==> config.mk <==
export PLATFORM = sky130hd
export DESIGN_NAME = aes_key_expander
export DESIGN_NICKNAME = d
export VERILOG_FILES = /design/src/rtl/aes_pkg.sv /design/src/rtl/aes_sbox.sv /design/src/rtl/aes_key_expander.sv
export SDC_FILE = /design/constraint.sdc
export NUM_CORES = 1
export LEC_CHECK = 0
export ABC_AREA = 1
export CORE_MARGIN = 3
export CORE_UTILIZATION = 30
export DETAILED_ROUTE_END_ITERATION = 12
export PLACE_DENSITY = 0.54
export SLEW_MARGIN = 10
export SYNTH_ARGS = -nofsm -noshare
export SYNTH_HDL_FRONTEND = slang
export SYNTH_SLANG_ARGS = --single-unit
==> constraint.sdc <==
create_clock -name ACLK -period 4 [get_ports ACLK]
set_input_delay 0.8 -clock ACLK [delete_from_list [all_inputs] [get_ports ACLK]]
set_output_delay 0.8 -clock ACLK [all_outputs]
set_load 0.05 [all_outputs]
==> src/rtl/aes_pkg.sv <==
// Shared AES definitions: round count, FSM state encoding and the key-schedule
// round constant table.
package aes_pkg;

   localparam logic [3:0] AES_NR = 4'd10;

   typedef logic [0:0] state_t;
   localparam state_t ST_IDLE = 1'b0;
   localparam state_t ST_EMIT = 1'b1;

   // Rcon[round] for AES-128; rounds outside 1..10 never reach the datapath
   function automatic logic [7:0] aes_rcon(input logic [3:0] round);
      logic [7:0] rc;
      case (round)
         4'd1:    rc = 8'h01;
         4'd2:    rc = 8'h02;
         4'd3:    rc = 8'h04;
         4'd4:    rc = 8'h08;
         4'd5:    rc = 8'h10;
         4'd6:    rc = 8'h20;
         4'd7:    rc = 8'h40;
         4'd8:    rc = 8'h80;
         4'd9:    rc = 8'h1b;
         4'd10:   rc = 8'h36;
         default: rc = 8'h00;
      endcase
      return rc;
   endfunction

endpackage

==> src/rtl/aes_sbox.sv <==
// Forward AES S-box, purely combinational; shared by the key schedule and the
// cipher datapath.
module aes_sbox (
   input  logic [7:0] data,
   output logic [7:0] sub
);

   // Entry 0 is the leftmost byte of the table
   localparam logic [0:255][7:0] SBOX = {
      128'h637c777bf26b6fc53001672bfed7ab76,
      128'hca82c97dfa5947f0add4a2af9ca472c0,
      128'hb7fd9326363ff7cc34a5e5f171d83115,
      128'h04c723c31896059a071280e2eb27b275,
      128'h09832c1a1b6e5aa0523bd6b329e32f84,
      128'h53d100ed20fcb15b6acbbe394a4c58cf,
      128'hd0efaafb434d338545f9027f503c9fa8,
      128'h51a3408f929d38f5bcb6da2110fff3d2,
      128'hcd0c13ec5f974417c4a77e3d645d1973,
      128'h60814fdc222a908846eeb814de5e0bdb,
      128'he0323a0a4906245cc2d3ac629195e479,
      128'he7c8376d8dd54ea96c56f4ea657aae08,
      128'hba78252e1ca6b4c6e8dd741f4bbd8b8a,
      128'h703eb5664803f60e613557b986c11d9e,
      128'he1f8981169d98e949b1e87e9ce5528df,
      128'h8ca1890dbfe6426841992d0fb054bb16
   };

   assign sub = SBOX[data];

endmodule

==> src/rtl/aes_key_expander.sv <==
// AES-128 key expander: accepts a cipher key and streams the 11 round keys
// one per handshake. Optional zeroize wipe enabled by AES_KEY_ZEROIZE_EN.
module aes_key_expander
   import aes_pkg::*;
(
   input  logic         ACLK,
   input  logic         ARESET,
   input  logic [127:0] key,
   input  logic         key_valid,
   output logic         key_ready,
   output logic [127:0] rk_data,
   output logic [3:0]   rk_idx,
   output logic         rk_last,
   output logic         rk_valid,
   input  logic         rk_ready,
   input  logic         zeroize,
   output logic         busy
);

   state_t       state;
   logic [127:0] work;
   logic [3:0]   idx;
   logic [3:0]   next_round;
   logic [31:0]  w0, w1, w2, w3;
   logic [31:0]  rot_word, sub_word, t_word;
   logic [31:0]  n0, n1, n2, n3;

   assign w0 = work[127:96];
   assign w1 = work[95:64];
   assign w2 = work[63:32];
   assign w3 = work[31:0];

   assign rot_word = {w3[23:0], w3[31:24]};

   for (genvar g = 0; g < 4; g++) begin : g_sbox
      aes_sbox u_sbox (
         .data (rot_word[8*g +: 8]),
         .sub  (sub_word[8*g +: 8])
      );
   end

   // Next round key is formed in one pass from the currently presented key
   assign next_round = idx + 4'd1;
   assign t_word     = sub_word ^ {aes_rcon(next_round), 24'h000000};
   assign n0         = w0 ^ t_word;
   assign n1         = w1 ^ n0;
   assign n2         = w2 ^ n1;
   assign n3         = w3 ^ n2;

   assign key_ready = (state == ST_IDLE);
   assign rk_valid  = (state == ST_EMIT);
   assign busy      = (state != ST_IDLE);
   assign rk_data   = work;
   assign rk_idx    = idx;
   assign rk_last   = (state == ST_EMIT) && (idx == AES_NR);

`ifndef AES_KEY_ZEROIZE_EN
   logic zeroize_unused;
   assign zeroize_unused = zeroize;
`endif

   // Wipe (when built in) outranks both key load and beat advance
   always_ff @(posedge ACLK or posedge ARESET) begin
      if (ARESET) begin
         state <= ST_IDLE;
         work  <= '0;
         idx   <= '0;
      end
`ifdef AES_KEY_ZEROIZE_EN
      else if (zeroize) begin
         state <= ST_IDLE;
         work  <= '0;
         idx   <= '0;
      end
`endif
      else begin
         case (state)
            ST_IDLE: begin
               if (key_valid) begin
                  work  <= key;
                  idx   <= '0;
                  state <= ST_EMIT;
               end
            end
            ST_EMIT: begin
               if (rk_ready) begin
                  if (idx == AES_NR) begin
                     state <= ST_IDLE;
                  end else begin
                     work <= {n0, n1, n2, n3};
                     idx  <= next_round;
                  end
               end
            end
            default: state <= ST_IDLE;
         endcase
      end
   end

endmodule

==> impl_results.rst <==
.. list-table::
   :header-rows: 1

   * - Metric
     - Value
   * - Number of buffers inserted during clock tree synthesis
     - 17
   * - Setup Skew
     - 0.0194 ns
   * - WHS Path Cells
     - 2
   * - Required time reported for the critical path endpoint
     - 4.41 ns
   * - Overflow left after global routing
     - 0
   * - Sort of element at the end of the critical path
     - register
   * - Maximum fanout along the worst path
     - 13
   * - Final Max Slew Viols
     - 0
   * - Startpoint Class
     - register
   * - Startpoint of the lowest-slack register-to-register path
     - rk_data[1]$_DFFE_PP0P_
   * - Startpoint of the lowest-slack hold path
     - rk_data[19]$_DFFE_PP0P_
   * - Number of nets with antenna violations after routing
     - 0
   * - Net count of the mapped netlist
     - 3990
   * - Global Route Usage Sum
     - 0.291
   * - Post-placement worst setup slack
     - 0.673 ns
   * - Buffers from clock root to sink, at most
     - 2
   * - Clk Latency, worst-skew pair
     - 0.52 ns
   * - Number of sinks on the clock net
     - 133
   * - Horizontal die dimension
     - 266 um
   * - Largest area contributor in the netlist
     - sky130_fd_sc_hd__nand3_1
   * - DRT Wirelength
     - 107000 um
   * - Initial antenna violation count
     - 2
   * - Register-to-Register Path Depth
     - 17
   * - Gp weighted congestion
     - 1.05
   * - Final-layout setup total negative slack
     - 0 ns
   * - Die Ht
     - 266 um
   * - First-pass GRT wire length
     - 160000 um
   * - Post-CTS setup-driven buffer insertion count
     - 0
   * - Drt first-iter violations
     - 3901
   * - Fraction of layout cells with a size suffix above 1
     - 0.0514
   * - Sequential cell area
     - 0.00334 mm^2
   * - Top-Level Pins
     - 269
   * - Starting density of the core
     - 0.306
   * - Slowest stage cell on the critical path
     - sky130_fd_sc_hd__dfrtp_1
   * - Row Count
     - 94
   * - Syn Inst Count
     - 3793
   * - Top area cells in the synthesized netlist
     - sky130_fd_sc_hd__nand3_1, sky130_fd_sc_hd__nand2_1, sky130_fd_sc_hd__dfrtp_1
   * - Post-detailed-route DRC marker count
     - 0
   * - Max cap viols
     - 0
   * - Run status
     - complete, no violations
   * - Cell variety after synth
     - 32
   * - Final HPWL from detailed placement
     - 76200 um
   * - Cell breakdown of the critical path
     - buf_4, ha_1, inv_1, nand2_1, nand2_1, nand3_1, nand3_1, nand2_1, nand3_1, nand3_1, nand3_1, nand3_1, nand3_1, nand3_1, nand3_1, nand2_1, nand2_1
   * - Worst hold path endpoint
     - rk_data[19]$_DFFE_PP0P_
   * - PortBufs
     - 267
   * - Worst min path class
     - reg -> reg
   * - Total number of vias
     - 27730
   * - Number of storage elements in the synthesis netlist
     - 133
   * - Start-to-end type of the worst setup path
     - reg -> reg
   * - Cell area after technology mapping
     - 0.0204 mm^2
   * - Achievable frequency
     - 288 MHz
   * - Internal reg-to-reg setup slack
     - 0.53 ns
   * - Primary flip-flop cell chosen by synthesis mapping
     - sky130_fd_sc_hd__dfrtp_1
   * - Largest net degree at the start of global routing
     - 134
   * - Actual slew at the worst max-slew pin
     - 0.995 ns
   * - Final Hold Violating Endpoints
     - 0
   * - H-tree levels
     - 4
   * - Routed wirelength normalized by instance count
     - 22.3 um
   * - Data arrival at the endpoint of the critical path
     - 3.88 ns
   * - Final setup vio count
     - 0
   * - Clock tree from TritonCTS
     - done
   * - Number of nets in the finished design
     - 4112
   * - Layout Area Growth over Synthesis
     - 19.2%
   * - Share of flip-flops with an asynchronous set or reset
     - 1.00
   * - Max transition margin
     - 0.337
   * - Detailed Routing Iterations Pass 1
     - 6
   * - Final cell area excluding filler cells
     - 0.0243 mm^2
   * - Total Die Area
     - 0.0710 mm^2
   * - Terminus of the critical flop-to-flop path
     - rk_data[8]$_DFFE_PP0P_
   * - Floorplan Core Area
     - 0.0665 mm^2
   * - Via count of the first global-routing pass
     - 25437
   * - Final critical path time including I/O delays and setup
     - 3.47 ns
   * - Number of hold buffers added after cts
     - 0
   * - Resized cells post-CTS
     - 0
   * - Worst path setup slack after routing
     - 0.525 ns
   * - Syn avg cell area
     - 5.37 um^2
   * - Area post-placement
     - 0.0237 mm^2
   * - Longest individual stage delay on the worst path
     - 0.53 ns
   * - Post-route clock period utilization
     - 0.869
   * - Ranking of synthesized cells by instance count
     - sky130_fd_sc_hd__nand2_1, sky130_fd_sc_hd__nand3_1, sky130_fd_sc_hd__nor2_1
   * - Cell with the most instances on the worst path
     - sky130_fd_sc_hd__nand3_1
   * - Post-synth top area share
     - 0.293
   * - Clock root buffer
     - sky130_fd_sc_hd__clkbuf_16
   * - Area occupied by multi-input gates
     - 0.0148 mm^2
   * - Clock slew at reported path FFs
     - 0.08 ns
   * - Count of yosys warnings during synthesis
     - 0
   * - Diode insertion count for antenna repair
     - 0
   * - Number of enable-type register cells in the synthesized netlist
     - 0
   * - Proportion of synthesized chip area in sequential cells
     - 0.164
   * - Setup repair after global routing missed its margin
     - no
   * - Fill cell total of the finished layout
     - 7480
   * - Most common cell in the synthesized netlist
     - sky130_fd_sc_hd__nand2_1
   * - Vias per std cell
     - 5.79
logic make-up after synthesis:
kind of cell             Yosys count  synth area share
AO/OA/AOI/OAI                    377             0.101
XOR/XNOR                           7           0.00301
adder cells (fa/ha/maj)           64            0.0397
buffers and inverters            490             0.108
flip-flops                       133             0.164
AND/OR/NAND/NOR                 2722             0.585
layout by cell type, fill, tap and decap left out, drive strengths merged, types with 12 or more instances in the layout:
cell | synthesis | final
a21oi | 125 | 125
buf | 160 | 100
clkbuf | 104 | 20
clkdlybuf4s50 | 0 | 267
clkinv | 7 | 12
dfrtp | 133 | 133
ha | 63 | 63
inv | 219 | 219
nand2 | 1233 | 1233
nand3 | 1200 | 1200
nand4 | 12 | 12
nor2 | 265 | 265
o211ai | 15 | 15
o21ai | 139 | 139
o22ai | 96 | 96
registers in the layout (all words and copies together), names as in the netlist:
| name | cells |
|---|---|
| busy | 1 |
| rk_idx | 4 |
| rk_data | 128 |
worst max-delay path by stage:
stage | from | end | slack (ns) | cells past startpoint
floorplan | rk_data[9]$_DFFE_PP0P_ | rk_data[16]$_DFFE_PP0P_ | 0.94 | 20
finish | rk_data[1]$_DFFE_PP0P_ | rk_data[8]$_DFFE_PP0P_ | 0.53 | 17
detailed placement | rk_data[1]$_DFFE_PP0P_ | rk_data[8]$_DFFE_PP0P_ | 0.67 | 19
global route | rk_data[1]$_DFFE_PP0P_ | rk_data[8]$_DFFE_PP0P_ | 0.32 | 19
CTS | rk_data[1]$_DFFE_PP0P_ | rk_data[8]$_DFFE_PP0P_ | 0.66 | 19
global placement | rk_data[1]$_DFFE_PP0P_ | rk_data[14]$_DFFE_PP0P_ | 0.74 | 19
routing by layer:
metal	vias to the layer above	wire [um]	track usage	share of wire
li1	13018	-	-	-
met1	12738	45500	0.399	0.43
met2	1702	46300	0.442	0.43
met3	270	11200	0.0677	0.10
met4	2	3940	0.109	0.037
met5	-	9	0	0.000084
critical path, delay by kind of cell, from the launching register on:
kind	cells	cell delay, ns
adders and majority gates	1	0.27
buffers and inverters	2	0.46
DFF	1	0.53
and+or+nand+nor	14	2.10
metrics by stage:
| stage | hold slack (ns) | util | instances |
|---|---|---|---|
| after floorplan | 0.793 | - | 3793 |
| after global placement | 0.549 | 0.356 | 4760 |
| after detailed placement | 0.553 | 0.356 | 4760 |
| after CTS | 0.570 | 0.365 | 4792 |
| after global routing | 0.602 | 0.365 | 4792 |
| final | 0.561 | 0.365 | 4792 |
layout make-up:
| type | count | area share |
|---|---|---|
| well taps | 864 | 0.0446 |
| clock buffers | 20 | 0.0184 |
| clock inverters | 12 | 0.00635 |
| repair buffers | 367 | 0.145 |
| inverters | 226 | 0.0357 |
| multi-input cells | 3170 | 0.612 |
| flip-flops and latches | 133 | 0.138 |
Power is not shown: default switching activity piles up to over one toggle a cycle in this logic, so the estimate is an artifact.
